$ cat src/rtl/sp_io_pkg.sv
// Shared definitions for the stub-processing programming-bus controller.
package sp_io_pkg;

   localparam int unsigned DATA_W     = 32;
   localparam int unsigned ADDR_W     = 20;
   localparam int unsigned SLV_ADDR_W = 16;
   localparam int unsigned CODE_W     = 4;
   localparam int unsigned ERR_CNT_W  = 16;

   // Function-block codes carried in io_addr[19:16]
   localparam logic [CODE_W-1:0] FC_STUB_TAG     = 4'h2;
   localparam logic [CODE_W-1:0] FC_TRKLT_SEARCH = 4'h4;
   localparam logic [CODE_W-1:0] FC_TRK_PARAM    = 4'h5;

   localparam logic [DATA_W-1:0] ERR_WORD_DEFAULT = 32'hDEAD_BEEF;

   typedef enum logic [1:0] {
      IDLE = 2'd0,
      WAIT = 2'd1,
      RESP = 2'd2
   } state_t;

   // Request fields forwarded to the selected slave
   typedef struct packed {
      logic [SLV_ADDR_W-1:0] addr;
      logic                  rd_en;
      logic                  wr_en;
      logic [DATA_W-1:0]     wr_data;
   } io_req_t;

   // Function-block code field of a host address
   function automatic logic [CODE_W-1:0] addr_code(input logic [ADDR_W-1:0] addr);
      return addr[ADDR_W-1 -: CODE_W];
   endfunction

endpackage

$ cat src/rtl/sp_io_slave_mux.sv
// One-hot read-data / read-ack selector across the slave slots.
module sp_io_slave_mux
   import sp_io_pkg::*;
#(
   parameter int unsigned NUM_SLAVES = 3
) (
   input  logic [NUM_SLAVES-1:0]        sel,
   input  logic [NUM_SLAVES*DATA_W-1:0] rd_data,
   input  logic [NUM_SLAVES-1:0]        rd_ack,
   output logic [DATA_W-1:0]            rd_data_c,
   output logic                         rd_ack_c
);

   // AND-OR select; unselected slots contribute nothing
   always_comb begin
      rd_data_c = '0;
      rd_ack_c  = 1'b0;
      for (int i = 0; i < int'(NUM_SLAVES); i++) begin
         if (sel[i]) begin
            rd_data_c = rd_data_c | rd_data[DATA_W*i +: DATA_W];
            rd_ack_c  = rd_ack_c | rd_ack[i];
         end
      end
   end

endmodule

$ cat src/rtl/sp_io_bus_ctrl.sv
// Programming-bus sequencer: decodes io_addr[19:16] to a slave slot, issues a
// select/sync pulse, waits for the read ack and returns registered data.
// Optional read-wait timeout enabled by defining SP_IO_TIMEOUT_EN.
module sp_io_bus_ctrl
   import sp_io_pkg::*;
#(
   parameter int unsigned                 NUM_SLAVES     = 3,
   parameter logic [CODE_W*NUM_SLAVES-1:0] SLV_CODES     = {FC_TRK_PARAM, FC_TRKLT_SEARCH, FC_STUB_TAG},
   parameter int unsigned                 TIMEOUT_CYCLES = 255,
   parameter logic [DATA_W-1:0]           ERR_WORD       = ERR_WORD_DEFAULT
) (
   input  logic                         io_clk,
   input  logic                         reset,
   input  logic                         io_sel,
   input  logic                         io_sync,
   input  logic [ADDR_W-1:0]            io_addr,
   input  logic                         io_rd_en,
   input  logic                         io_wr_en,
   input  logic [DATA_W-1:0]            io_wr_data,
   output logic [DATA_W-1:0]            io_rd_data,
   output logic                         io_rd_ack,
   output logic                         busy,
   output logic [ERR_CNT_W-1:0]         err_cnt,
   output logic [NUM_SLAVES-1:0]        slv_sel,
   output logic                         slv_sync,
   output logic [SLV_ADDR_W-1:0]        slv_addr,
   output logic                         slv_rd_en,
   output logic                         slv_wr_en,
   output logic [DATA_W-1:0]            slv_wr_data,
   input  logic [NUM_SLAVES*DATA_W-1:0] slv_rd_data,
   input  logic [NUM_SLAVES-1:0]        slv_rd_ack
);

   state_t                state, state_n;
   io_req_t               req_q, req_n;
   logic [NUM_SLAVES-1:0] sel_n;
   logic                  sync_n;
   logic                  rd_ack_n;
   logic [DATA_W-1:0]     rd_data_n;
   logic                  err_inc;
   logic                  hit_c;
   logic [NUM_SLAVES-1:0] hit_oh_c;
   logic [DATA_W-1:0]     mux_data_c;
   logic                  mux_ack_c;

   // Reject a timeout too short to cover the minimum read latency
   if (TIMEOUT_CYCLES < 2) begin : g_timeout_chk
      $error("sp_io_bus_ctrl: TIMEOUT_CYCLES must be at least 2");
   end

`ifdef SP_IO_TIMEOUT_EN
   localparam int unsigned CNT_W = $clog2(TIMEOUT_CYCLES);
   logic [CNT_W-1:0] wait_cnt, wait_cnt_n;
`endif

   assign slv_addr    = req_q.addr;
   assign slv_rd_en   = req_q.rd_en;
   assign slv_wr_en   = req_q.wr_en;
   assign slv_wr_data = req_q.wr_data;

   sp_io_slave_mux #(
      .NUM_SLAVES (NUM_SLAVES)
   ) u_slave_mux (
      .sel       (slv_sel),
      .rd_data   (slv_rd_data),
      .rd_ack    (slv_rd_ack),
      .rd_data_c (mux_data_c),
      .rd_ack_c  (mux_ack_c)
   );

   // Address decode; iterating downward leaves the lowest matching slot
   always_comb begin
      hit_c    = 1'b0;
      hit_oh_c = '0;
      for (int i = int'(NUM_SLAVES) - 1; i >= 0; i--) begin
         if (addr_code(io_addr) == SLV_CODES[CODE_W*i +: CODE_W]) begin
            hit_c       = 1'b1;
            hit_oh_c    = '0;
            hit_oh_c[i] = 1'b1;
         end
      end
   end

   // Next-state and next-output logic
   always_comb begin
      state_n   = state;
      req_n     = req_q;
      sel_n     = slv_sel;
      sync_n    = 1'b0;
      rd_ack_n  = 1'b0;
      rd_data_n = io_rd_data;
      err_inc   = 1'b0;
`ifdef SP_IO_TIMEOUT_EN
      wait_cnt_n = wait_cnt;
`endif
      case (state)
         IDLE: begin
            if (io_sel && io_sync) begin
               if (io_rd_en ^ io_wr_en) begin
                  if (hit_c) begin
                     state_n       = WAIT;
                     sel_n         = hit_oh_c;
                     sync_n        = 1'b1;
                     req_n.addr    = io_addr[SLV_ADDR_W-1:0];
                     req_n.rd_en   = io_rd_en;
                     req_n.wr_en   = io_wr_en;
                     req_n.wr_data = io_wr_data;
`ifdef SP_IO_TIMEOUT_EN
                     wait_cnt_n    = '0;
`endif
                  end else begin
                     err_inc = 1'b1;
                     if (io_rd_en) begin
                        state_n   = RESP;
                        rd_ack_n  = 1'b1;
                        rd_data_n = ERR_WORD;
                     end
                  end
               end else begin
                  err_inc = 1'b1;
               end
            end
         end
         WAIT: begin
            if (req_q.wr_en) begin
               state_n = IDLE;
            end else if (mux_ack_c) begin
               state_n   = RESP;
               rd_ack_n  = 1'b1;
               rd_data_n = mux_data_c;
            end
`ifdef SP_IO_TIMEOUT_EN
            else if (wait_cnt == CNT_W'(TIMEOUT_CYCLES - 1)) begin
               state_n   = RESP;
               rd_ack_n  = 1'b1;
               rd_data_n = ERR_WORD;
               err_inc   = 1'b1;
            end else begin
               wait_cnt_n = wait_cnt + CNT_W'(1);
            end
`endif
            // Select and operation strobes live only for the WAIT phase
            if (state_n != WAIT) begin
               sel_n       = '0;
               req_n.rd_en = 1'b0;
               req_n.wr_en = 1'b0;
            end
         end
         RESP:    state_n = IDLE;
         default: state_n = IDLE;
      endcase
   end

   // State and output registers
   always_ff @(posedge io_clk) begin
      if (reset) begin
         state      <= IDLE;
         req_q      <= '0;
         slv_sel    <= '0;
         slv_sync   <= 1'b0;
         io_rd_ack  <= 1'b0;
         io_rd_data <= '0;
         busy       <= 1'b0;
         err_cnt    <= '0;
      end else begin
         state      <= state_n;
         req_q      <= req_n;
         slv_sel    <= sel_n;
         slv_sync   <= sync_n;
         io_rd_ack  <= rd_ack_n;
         io_rd_data <= rd_data_n;
         busy       <= (state_n != IDLE);
         if (err_inc && (err_cnt != '1)) begin
            err_cnt <= err_cnt + ERR_CNT_W'(1);
         end
      end
   end

`ifdef SP_IO_TIMEOUT_EN
   // Read-wait cycle counter
   always_ff @(posedge io_clk) begin
      if (reset) begin
         wait_cnt <= '0;
      end else begin
         wait_cnt <= wait_cnt_n;
      end
   end
`endif

endmodule

$ cat config.mk
export PLATFORM = sky130hd
export DESIGN_NAME = sp_io_bus_ctrl
export DESIGN_NICKNAME = d
export VERILOG_FILES = /design/src/rtl/sp_io_pkg.sv /design/src/rtl/sp_io_slave_mux.sv /design/src/rtl/sp_io_bus_ctrl.sv
export SDC_FILE = /design/constraint.sdc
export NUM_CORES = 1
export LEC_CHECK = 0
export ABC_CLOCK_PERIOD_IN_PS = 2100
export CAP_MARGIN = 20
export CORE_ASPECT_RATIO = 1.75
export CORE_MARGIN = 3
export CORE_UTILIZATION = 38
export DETAILED_ROUTE_END_ITERATION = 8
export PLACE_DENSITY = 0.81
export SLEW_MARGIN = 10
export SYNTH_ARGS = -nofsm -noshare
export SYNTH_HDL_FRONTEND = slang
export SYNTH_SLANG_ARGS = --single-unit
$ cat constraint.sdc
create_clock -name io_clk -period 2.1 [get_ports io_clk]
set_input_delay 0.315 -clock io_clk [delete_from_list [all_inputs] [get_ports io_clk]]
set_output_delay 0.315 -clock io_clk [all_outputs]
set_load 0.005 [all_outputs]
## Word-level counts from Yosys, hierarchy flattened

Index checks and enable logic that the tools add are counted.

| storage, ports and cells | value |
|---|---|
| register bits | 106 |
| output and inout bits | 104 |
| word-level logic and storage cells | 92 |

| cells by class | value |
|---|---|
| $add $sub $neg | 1 |
| equality and inequality tests | 14 |
| muxes and demuxes | 49 |
| bitwise operators | 8 |
| reduce and logical (&&, ||, !) cells | 9 |

Operators by type and width:

| cell | count |
|---|---|
| 2-to-1 mux 32 bit | 9 |
| 2-to-1 mux 34 bit | 3 |
| OR 32 bit | 2 |
| case mux 32 bit (2 select lines) | 1 |
| 2-to-1 mux 3 bit | 7 |
| 2-to-1 mux 1 bit | 17 |
| adder 16 x 1 -> 16 bit (second input constant) | 1 |
| 2-to-1 mux 2 bit | 8 |
| inequality test 16 bit (second input constant) | 1 |
| inequality test 2 bit (second input constant) | 8 |
| equality test 4 x 3 -> 1 bit (second input constant) | 2 |
| case mux 2 bit (2 select lines) | 2 |
| AND reduction 7 bit | 1 |
| case mux 3 bit (2 select lines) | 1 |
| AND reduction 5 bit | 1 |
| equality test 4 x 2 -> 1 bit (second input constant) | 1 |
| AND reduction 4 bit | 1 |
| nonzero test 2 bit | 2 |
| OR reduction 4 bit | 1 |
| NOT 1 bit | 3 |
| equality test 2 x 1 -> 1 bit (second input constant) | 1 |
| logical AND 1 bit | 2 |
| logical NOT 2 bit | 1 |
| inequality test 2 x 1 -> 1 bit (second input constant) | 1 |
| other kinds (3) | 4 |

## Longest topological paths before layout

| depth | value |
|---|---|
| word-level depth | 11 |
| mapped depth | 8 |

## Cells and area by module

Synthesis repeated with hierarchy kept, for this count alone.

| second synthesis, totals | value |
|---|---|
| cells, all modules | 576 |
| area total of the unflattened synthesis | 4657.0 um^2 |

Modules (own cells, without submodules):

| module | instances | cells an instance | area each (um^2) |
|---|---|---|---|
| sp_io_bus_ctrl | 1 | 498 | 4093.9 |
| sp_io_slave_mux | 1 | 78 | 563.0 |

## Least setup slack after synthesis

OpenSTA, ideal clock, no wires.

| timing path | value |
|---|---|
| path kind | input to register |
| start | input io_addr[18] |
| end | register req_q, in the netlist slv_wr_data[10] |
| arrival | 1.782 ns |
| required time | 1.968 ns |
| slack | 0.186 ns |
| stages | 8 |
| cell sequence | or3b_4 -> a211oi_4 -> buf_2 -> nand2_1 -> buf_2 -> buf_2 -> nand2_1 -> a21oi_1 |

| on the way | value |
|---|---|
| word-level cells in the longest chain between the ends | 5 |
| elaborated cells on any way between the ends | 7 |
| those cells by class | eq/ne: 3; mux: 3; reduce/logical: 1 |

RTL lines:

| item | line | RTL |
|---|---|---|
| from (decl) | sp_io_bus_ctrl.sv:16 | `input logic [ADDR_W-1:0] io_addr,` |
| equality test 4 x 3 -> 1 bit | sp_io_bus_ctrl.sv:76 | `if (addr_code(io_addr) == SLV_CODES[CODE_W*i +: CODE_W]) begin` |
| 2-to-1 mux 1 bit (2 in series) | sp_io_bus_ctrl.sv:76 |  |
| 2-to-1 mux 1 bit * | sp_io_bus_ctrl.sv:76 |  |
| AND reduction 4 bit (no source line) * | n/a |  |
| to (signal assigned) | sp_io_bus_ctrl.sv:167 | `req_q <= req_n;` |
| to (decl) | sp_io_bus_ctrl.sv:35 | `io_req_t req_q, req_n;` |

Mark *: on every way between the ends. The rest lies on a longest branch, timed or not.
A chain may end at the register's enable or synchronous reset.

## Final worst setup path

| timing path | value |
|---|---|
| start | input io_addr[16] |
| end | register err_cnt[13] |

| on the way | value |
|---|---|
| word-level cells in the longest chain between the ends | 9 |
| elaborated cells on any way between the ends | 11 |
| those cells by class | eq/ne: 3; mux: 7; reduce/logical: 1 |

RTL lines:

| item | line | RTL |
|---|---|---|
| equality test 4 x 3 -> 1 bit | sp_io_bus_ctrl.sv:76 |  |
| 2-to-1 mux 1 bit (2 in series) | sp_io_bus_ctrl.sv:76 |  |
| 2-to-1 mux 1 bit * | sp_io_bus_ctrl.sv:76 |  |
| 2-to-1 mux 1 bit * | sp_io_bus_ctrl.sv:100 | `if (hit_c) begin` |
| 2-to-1 mux 1 bit * | sp_io_bus_ctrl.sv:99 | `if (io_rd_en ^ io_wr_en) begin` |
| 2-to-1 mux 1 bit * | sp_io_bus_ctrl.sv:98 | `if (io_sel && io_sync) begin` |
| 2-to-1 mux 1 bit * | sp_io_bus_ctrl.sv:96 | `case (state)` |
| logical AND 1 bit * | sp_io_bus_ctrl.sv:173 | `if (err_inc && (err_cnt != '1)) begin` |
| to (signal assigned) | sp_io_bus_ctrl.sv:174 | `err_cnt <= err_cnt + ERR_CNT_W'(1);` |
| to (decl) | sp_io_bus_ctrl.sv:23 | `output logic [ERR_CNT_W-1:0] err_cnt,` |

Marks and branches as above.

==> impl_results.html <==
<table>
<tr><th>Metric</th><th>Value</th></tr>
<tr><th colspan="2">Pwr</th></tr>
<tr><td>Net Sw Frac</td><td>0.2278</td></tr>
<tr><td>Total net switching power</td><td>between 900 and 1000 uW</td></tr>
<tr><td>Areal power density over the cells</td><td>between 500 and 600 nW/um2</td></tr>
<tr><td>Share of total power in the clock network</td><td>0.373</td></tr>
<tr><td>Lkg Pwr</td><td>between 0.002 and 0.003 uW</td></tr>
<tr><td>Sequential fraction of design power</td><td>0.487</td></tr>
<tr><td>Total design power</td><td>~4300 uW</td></tr>
<tr><td>Peak supply drop</td><td>between 0.4 and 0.5 mV</td></tr>
<tr><td>Combinational share of power</td><td>0.140</td></tr>
<tr><td>Internal power contribution</td><td>between 3000 and 4000 uW</td></tr>
<tr><th colspan="2">Clock tree</th></tr>
<tr><td>Clock slew at the register clock pins of the worst setup and hold paths</td><td>around 0.070 ns</td></tr>
<tr><td>H-Tree Depth</td><td>3</td></tr>
<tr><td>Number of clock sinks seen by CTS</td><td>between 100 and 150</td></tr>
<tr><td>Maximum number of buffers from clock root to sink</td><td>2</td></tr>
<tr><td>Clock latency reported for the late side of the worst-skew pair</td><td>approximately 0.35 ns</td></tr>
<tr><td>Number of hold buffers added after CTS</td><td>0</td></tr>
<tr><td>TritonCTS clock tree</td><td>yes</td></tr>
<tr><td>Total CTS buffers</td><td>9</td></tr>
<tr><td>Root buffer cell</td><td>sky130_fd_sc_hd__clkbuf_16</td></tr>
<tr><th colspan="2">Logic synthesis</th></tr>
<tr><td>EDFF count, synth</td><td>0</td></tr>
<tr><td>Seq/Total Area, Yosys</td><td>0.4757</td></tr>
<tr><td>Post-synthesis cell area</td><td>4461 um2</td></tr>
<tr><td>Compound-gate portion of the synthesized area</td><td>0.2519</td></tr>
<tr><td>Mux contribution to synthesized area</td><td>0.01627</td></tr>
<tr><td>Count of state elements after synthesis</td><td>approximately 110</td></tr>
<tr><td>Yosys Warn Count</td><td>0</td></tr>
<tr><td>Net count of the mapped netlist</td><td>approximately 680</td></tr>
<tr><td>Library cells used by synthesis</td><td>between 40 and 50</td></tr>
<tr><td>Main combinational cell family by area after synthesis</td><td>compound AO/OA/AOI/OAI gates</td></tr>
<tr><td>Fraction of registers with async set or reset after synthesis</td><td>0</td></tr>
<tr><td>Parity-gate share of the synthesized area counting xor and xnor cells</td><td>0.01571</td></tr>
<tr><td>Synth Area per Inst</td><td>8.611 um2</td></tr>
<tr><td>Adder and majority cell fraction of the synthesized area</td><td>0.002805</td></tr>
<tr><td>Gate count after technology mapping</td><td>518</td></tr>
<tr><td>Simple-gate share of the synthesized area</td><td>0.1921</td></tr>
<tr><td>Leading register cell type out of synthesis</td><td>sky130_fd_sc_hd__dfxtp_1</td></tr>
<tr><th colspan="2">Hold path</th></tr>
<tr><td>Worst hold endpoint</td><td>slv_wr_en$_SDFFE_PP0P_</td></tr>
<tr><td>Worst hold path type</td><td>in -&gt; reg</td></tr>
<tr><td>Number of cells traversed by the worst hold path</td><td>3</td></tr>
<tr><td>Min-Delay Startpoint</td><td>io_wr_en</td></tr>
<tr><th colspan="2">STA</th></tr>
<tr><td>Number of failing hold endpoints at the final stage</td><td>0</td></tr>
<tr><td>Slew at the pin closest to its max-slew limit</td><td>around 0.54 ns</td></tr>
<tr><td>Min Tclk post-route</td><td>2.027 ns</td></tr>
<tr><td>Fin Clk Skew</td><td>around 0.0094 ns</td></tr>
<tr><td>Final critical-path share of the clock period</td><td>0.9652</td></tr>
<tr><td>Max frequency</td><td>about 490 MHz</td></tr>
<tr><td># setup viols final</td><td>0</td></tr>
<tr><td>Unrepaired setup endpoints after global routing</td><td>no</td></tr>
<tr><td>WHS</td><td>around 0.37 ns</td></tr>
<tr><td>Fin. max-slew vios</td><td>0</td></tr>
<tr><td>Max-Slew Margin vs Limit</td><td>0.6412</td></tr>
<tr><th colspan="2">Layout</th></tr>
<tr><td>Area grow syn2layout</td><td>70.27%</td></tr>
<tr><td>Most common cell after layout, fill and taps aside</td><td>sky130_fd_sc_hd__clkdlybuf4s50_1</td></tr>
<tr><td>Final #Nets</td><td>927</td></tr>
<tr><td>Layout cell share with drive strength beyond 1</td><td>0.07374</td></tr>
<tr><td>Top library cells by usage in the layout, fill and taps aside</td><td>258 x sky130_fd_sc_hd__clkdlybuf4s50_1, 106 x sky130_fd_sc_hd__nand2_1, 106 x sky130_fd_sc_hd__dfxtp_1</td></tr>
<tr><th colspan="2">Global routing</th></tr>
<tr><td>Vias in the first global route</td><td>approximately 5k</td></tr>
<tr><td>Total overflow reported by the global router</td><td>0</td></tr>
<tr><td>First-pass GRT wire length</td><td>~24000 um</td></tr>
<tr><td>Maximum number of pins on one net before global-route repair</td><td>55</td></tr>
<tr><td>Antenna violations before repair</td><td>1</td></tr>
<tr><td>GRT Util Overall</td><td>0.2393</td></tr>
<tr><th colspan="2">Setup path</th></tr>
<tr><td>Cell depth of the worst flop-to-flop path</td><td>7</td></tr>
<tr><td>Critical path type</td><td>in -&gt; reg</td></tr>
<tr><td>Setup slack of the worst register-to-register path</td><td>~0.26 ns</td></tr>
<tr><td>Critical Path Sink Type</td><td>register</td></tr>
<tr><td>Worst reg2reg path startpoint</td><td>err_cnt[0]$_SDFFE_PP0P_</td></tr>
<tr><td>Maximum fanout along the worst path</td><td>8</td></tr>
<tr><td>Arrival @ worst endpoint</td><td>between 2 and 2.5 ns</td></tr>
<tr><td>Critical path startpoint category</td><td>primary input</td></tr>
<tr><td>Worst Path Buf+Inv</td><td>2</td></tr>
<tr><td>Kind of cell adding the most delay to the critical path</td><td>simple AND/OR/NAND/NOR gates</td></tr>
<tr><td>CP required</td><td>2.33 ns</td></tr>
<tr><td>Standard cell with the maximum stage delay on the critical path</td><td>sky130_fd_sc_hd__clkdlybuf4s50_1</td></tr>
<tr><td>Series of cell instances along the critical path</td><td>clkdlybuf4s50_1 &gt; or3b_4 &gt; a211oi_4 &gt; buf_4 &gt; nand2b_1 &gt; nor3_1 &gt; mux2_2</td></tr>
<tr><td>Worst path max stage delay</td><td>roughly 0.46 ns</td></tr>
<tr><td>Endpoint of the worst-slack reg-to-reg timing path</td><td>err_cnt[4]$_SDFFE_PP0P_</td></tr>
<tr><td>Launching instance or port of the critical path</td><td>io_addr[16]</td></tr>
<tr><th colspan="2">Drt</th></tr>
<tr><td>Number of nets with antenna violations after routing</td><td>0</td></tr>
<tr><td>Total number of vias</td><td>4965</td></tr>
<tr><td>Post-detailed-route DRC marker count</td><td>0</td></tr>
<tr><td>Vias/cell</td><td>around 5.5</td></tr>
<tr><td>Wire length per cell after detailed routing</td><td>~18 um</td></tr>
<tr><td>Number of DRC violations after detailed-routing iteration 0</td><td>260</td></tr>
<tr><td>Number of iterations in the first detailed-routing pass</td><td>7</td></tr>
<tr><td>Overall routed net length</td><td>around 16000 um</td></tr>
<tr><th colspan="2">Floorplan</th></tr>
<tr><td>I/O pins</td><td>~260</td></tr>
<tr><td>Starting density of the core</td><td>0.3949</td></tr>
<tr><td>Die W</td><td>87.90 um</td></tr>
<tr><td>Chip Height</td><td>between 100 and 150 um</td></tr>
<tr><td>Site row count</td><td>between 50 and 60</td></tr>
<tr><td>Core outline area</td><td>about 11000 um2</td></tr>
<tr><td>Die area</td><td>~13000 um2</td></tr>
<tr><th colspan="2">Place</th></tr>
<tr><td>RePlAce Congestion</td><td>~0.84</td></tr>
<tr><td>Half-perimeter wire length after placement</td><td>12520 um</td></tr>
<tr><td>Input/output buffers</td><td>260</td></tr>
<tr><th colspan="2">Flow run</th></tr>
<tr><td>Max-cap violation count</td><td>0</td></tr>
<tr><th colspan="2">Status</th></tr>
<tr><td>Outcome</td><td>finished, final reports clean</td></tr>
</table>
==> cell usage after synthesis (2+ instances only) <==
master / n / area, um2
sky130_fd_sc_hd__nand2_1: 106 / 397.9
sky130_fd_sc_hd__nand3_1: 7 / 35.03
sky130_fd_sc_hd__nor3_1: 7 / 35.03
sky130_fd_sc_hd__mux2_2: 2 / 22.52
sky130_fd_sc_hd__buf_2: 12 / 60.06
sky130_fd_sc_hd__o31ai_1: 3 / 22.52
sky130_fd_sc_hd__o31a_1: 2 / 17.52
sky130_fd_sc_hd__and2_1: 5 / 31.28
sky130_fd_sc_hd__o32ai_1: 8 / 70.07
sky130_fd_sc_hd__o21ai_0: 2 / 10.01
sky130_fd_sc_hd__inv_1: 3 / 11.26
sky130_fd_sc_hd__xnor2_1: 8 / 70.07
sky130_fd_sc_hd__clkbuf_1: 33 / 123.9
sky130_fd_sc_hd__nand4_1: 5 / 31.28
sky130_fd_sc_hd__a41o_1: 2 / 20.02
sky130_fd_sc_hd__nor2b_1: 2 / 12.51
sky130_fd_sc_hd__a21oi_1: 78 / 390.4
sky130_fd_sc_hd__mux2i_1: 5 / 50.05
sky130_fd_sc_hd__buf_1: 2 / 7.510
sky130_fd_sc_hd__dfxtp_1: 106 / 2122
sky130_fd_sc_hd__a222oi_1: 33 / 330.3
sky130_fd_sc_hd__nand2b_1: 16 / 100.1
sky130_fd_sc_hd__nor4_1: 9 / 56.30
sky130_fd_sc_hd__o21a_1: 26 / 195.2
sky130_fd_sc_hd__nor2_1: 20 / 75.07
==> kinds of logic (layout without fill, tap and decap cells) <==
kind of cell	after synthesis	in the layout
fa+ha+maj	1	1
simple gates	186	186
compound gates	160	160
mux	7	7
other cells	0	1
buf+inv	50	305
flops	106	106
xor+xnor	8	8
==> stage by stage <==
stage          cell area, um2    util  setup WS [ns]  cells  TNS, ns
2_1_floorplan            4461       -         0.1859    518        0
3_3_place_gp             7286  0.6451        -0.3895    889   -11.50
3_5_place_dp             7286  0.6451        -0.4369    889   -15.05
4_1_cts                  7571  0.6703        0.06931    904        0
5_1_grt                  7595  0.6724       0.005076    906        0
6_report                 7595  0.6724        0.07312    906        0
==> worst min-delay path, stage by stage <==
cell                             delay, ns
sky130_fd_sc_hd__dlymetal6s2s_1       0.18
sky130_fd_sc_hd__nand2_1              0.11
sky130_fd_sc_hd__a21oi_1              0.06
==> worst max path at each step <==
stage	end	slack [ns]	depth (start not counted)
floorplan	slv_wr_data[10]$_SDFFE_PP0P_	0.19	8
global placement	err_cnt[15]$_SDFFE_PP0P_	-0.39	7
detailed placement	err_cnt[15]$_SDFFE_PP0P_	-0.44	7
CTS	err_cnt[15]$_SDFFE_PP0P_	0.07	7
global route	slv_sel[1]$_SDFFE_PP0P_	0.005	8
finish	err_cnt[13]$_SDFFE_PP0P_	0.07	7
==> metal layers <==
metal | part of all wire | routed length (um) | vias to the layer above | global-route usage
li1 | - | - | 2378 | -
met1 | 0.35 | 5564 | 2287 | 0.2452
met2 | 0.53 | 8428 | 261 | 0.4298
met3 | 0.081 | 1284 | 39 | 0.07960
met4 | 0.042 | 673 | 0 | 0.1052
met5 | 0 | 0 | - | 0
==> power by group through the flow <==
| stage | clock [uW] | sequential (uW) | combinational, uW |
|---|---|---|---|
| 2_1_floorplan | 0 | 2130 | 142 |
| 3_3_place_gp | 0 | 2120 | 582 |
| 3_5_place_dp | 0 | 2130 | 593 |
| 4_1_cts | 1630 | 2080 | 598 |
| 5_1_grt | 1700 | 2080 | 639 |
| 6_report | 1600 | 2080 | 597 |
==> final cells by class <==
| type | instances | area, um2 |
|---|---|---|
| antenna | 1 | 2.502 |
| clock buffer | 10 | 239.0 |
| clock inverter | 5 | 38.79 |
| fill | 918 | 3700 |
| inverter | 3 | 11.26 |
| multi-input combinational | 362 | 2161 |
| sequential | 106 | 2122 |
| tap | 132 | 165.2 |
| timing repair buffer | 287 | 2855 |
==> repair_timing <==
| item | 4_1_cts | 5_1_grt |
|---|---|---|
| pin swaps | 0 | 3 |
| setup endpoints to repair | 2 | 2 |
| resized for setup | 1 | 3 |
| setup buffers | 0 | 1 |
==> registers in the layout, summed over array words and instances (netlist names), 2 cells and up <==
register and flops:
io_rd_data 32, slv_wr_data 32, err_cnt 16, slv_addr 16
slv_sel 3, state 2
Note: power is estimated with default switching activity, not from simulation.
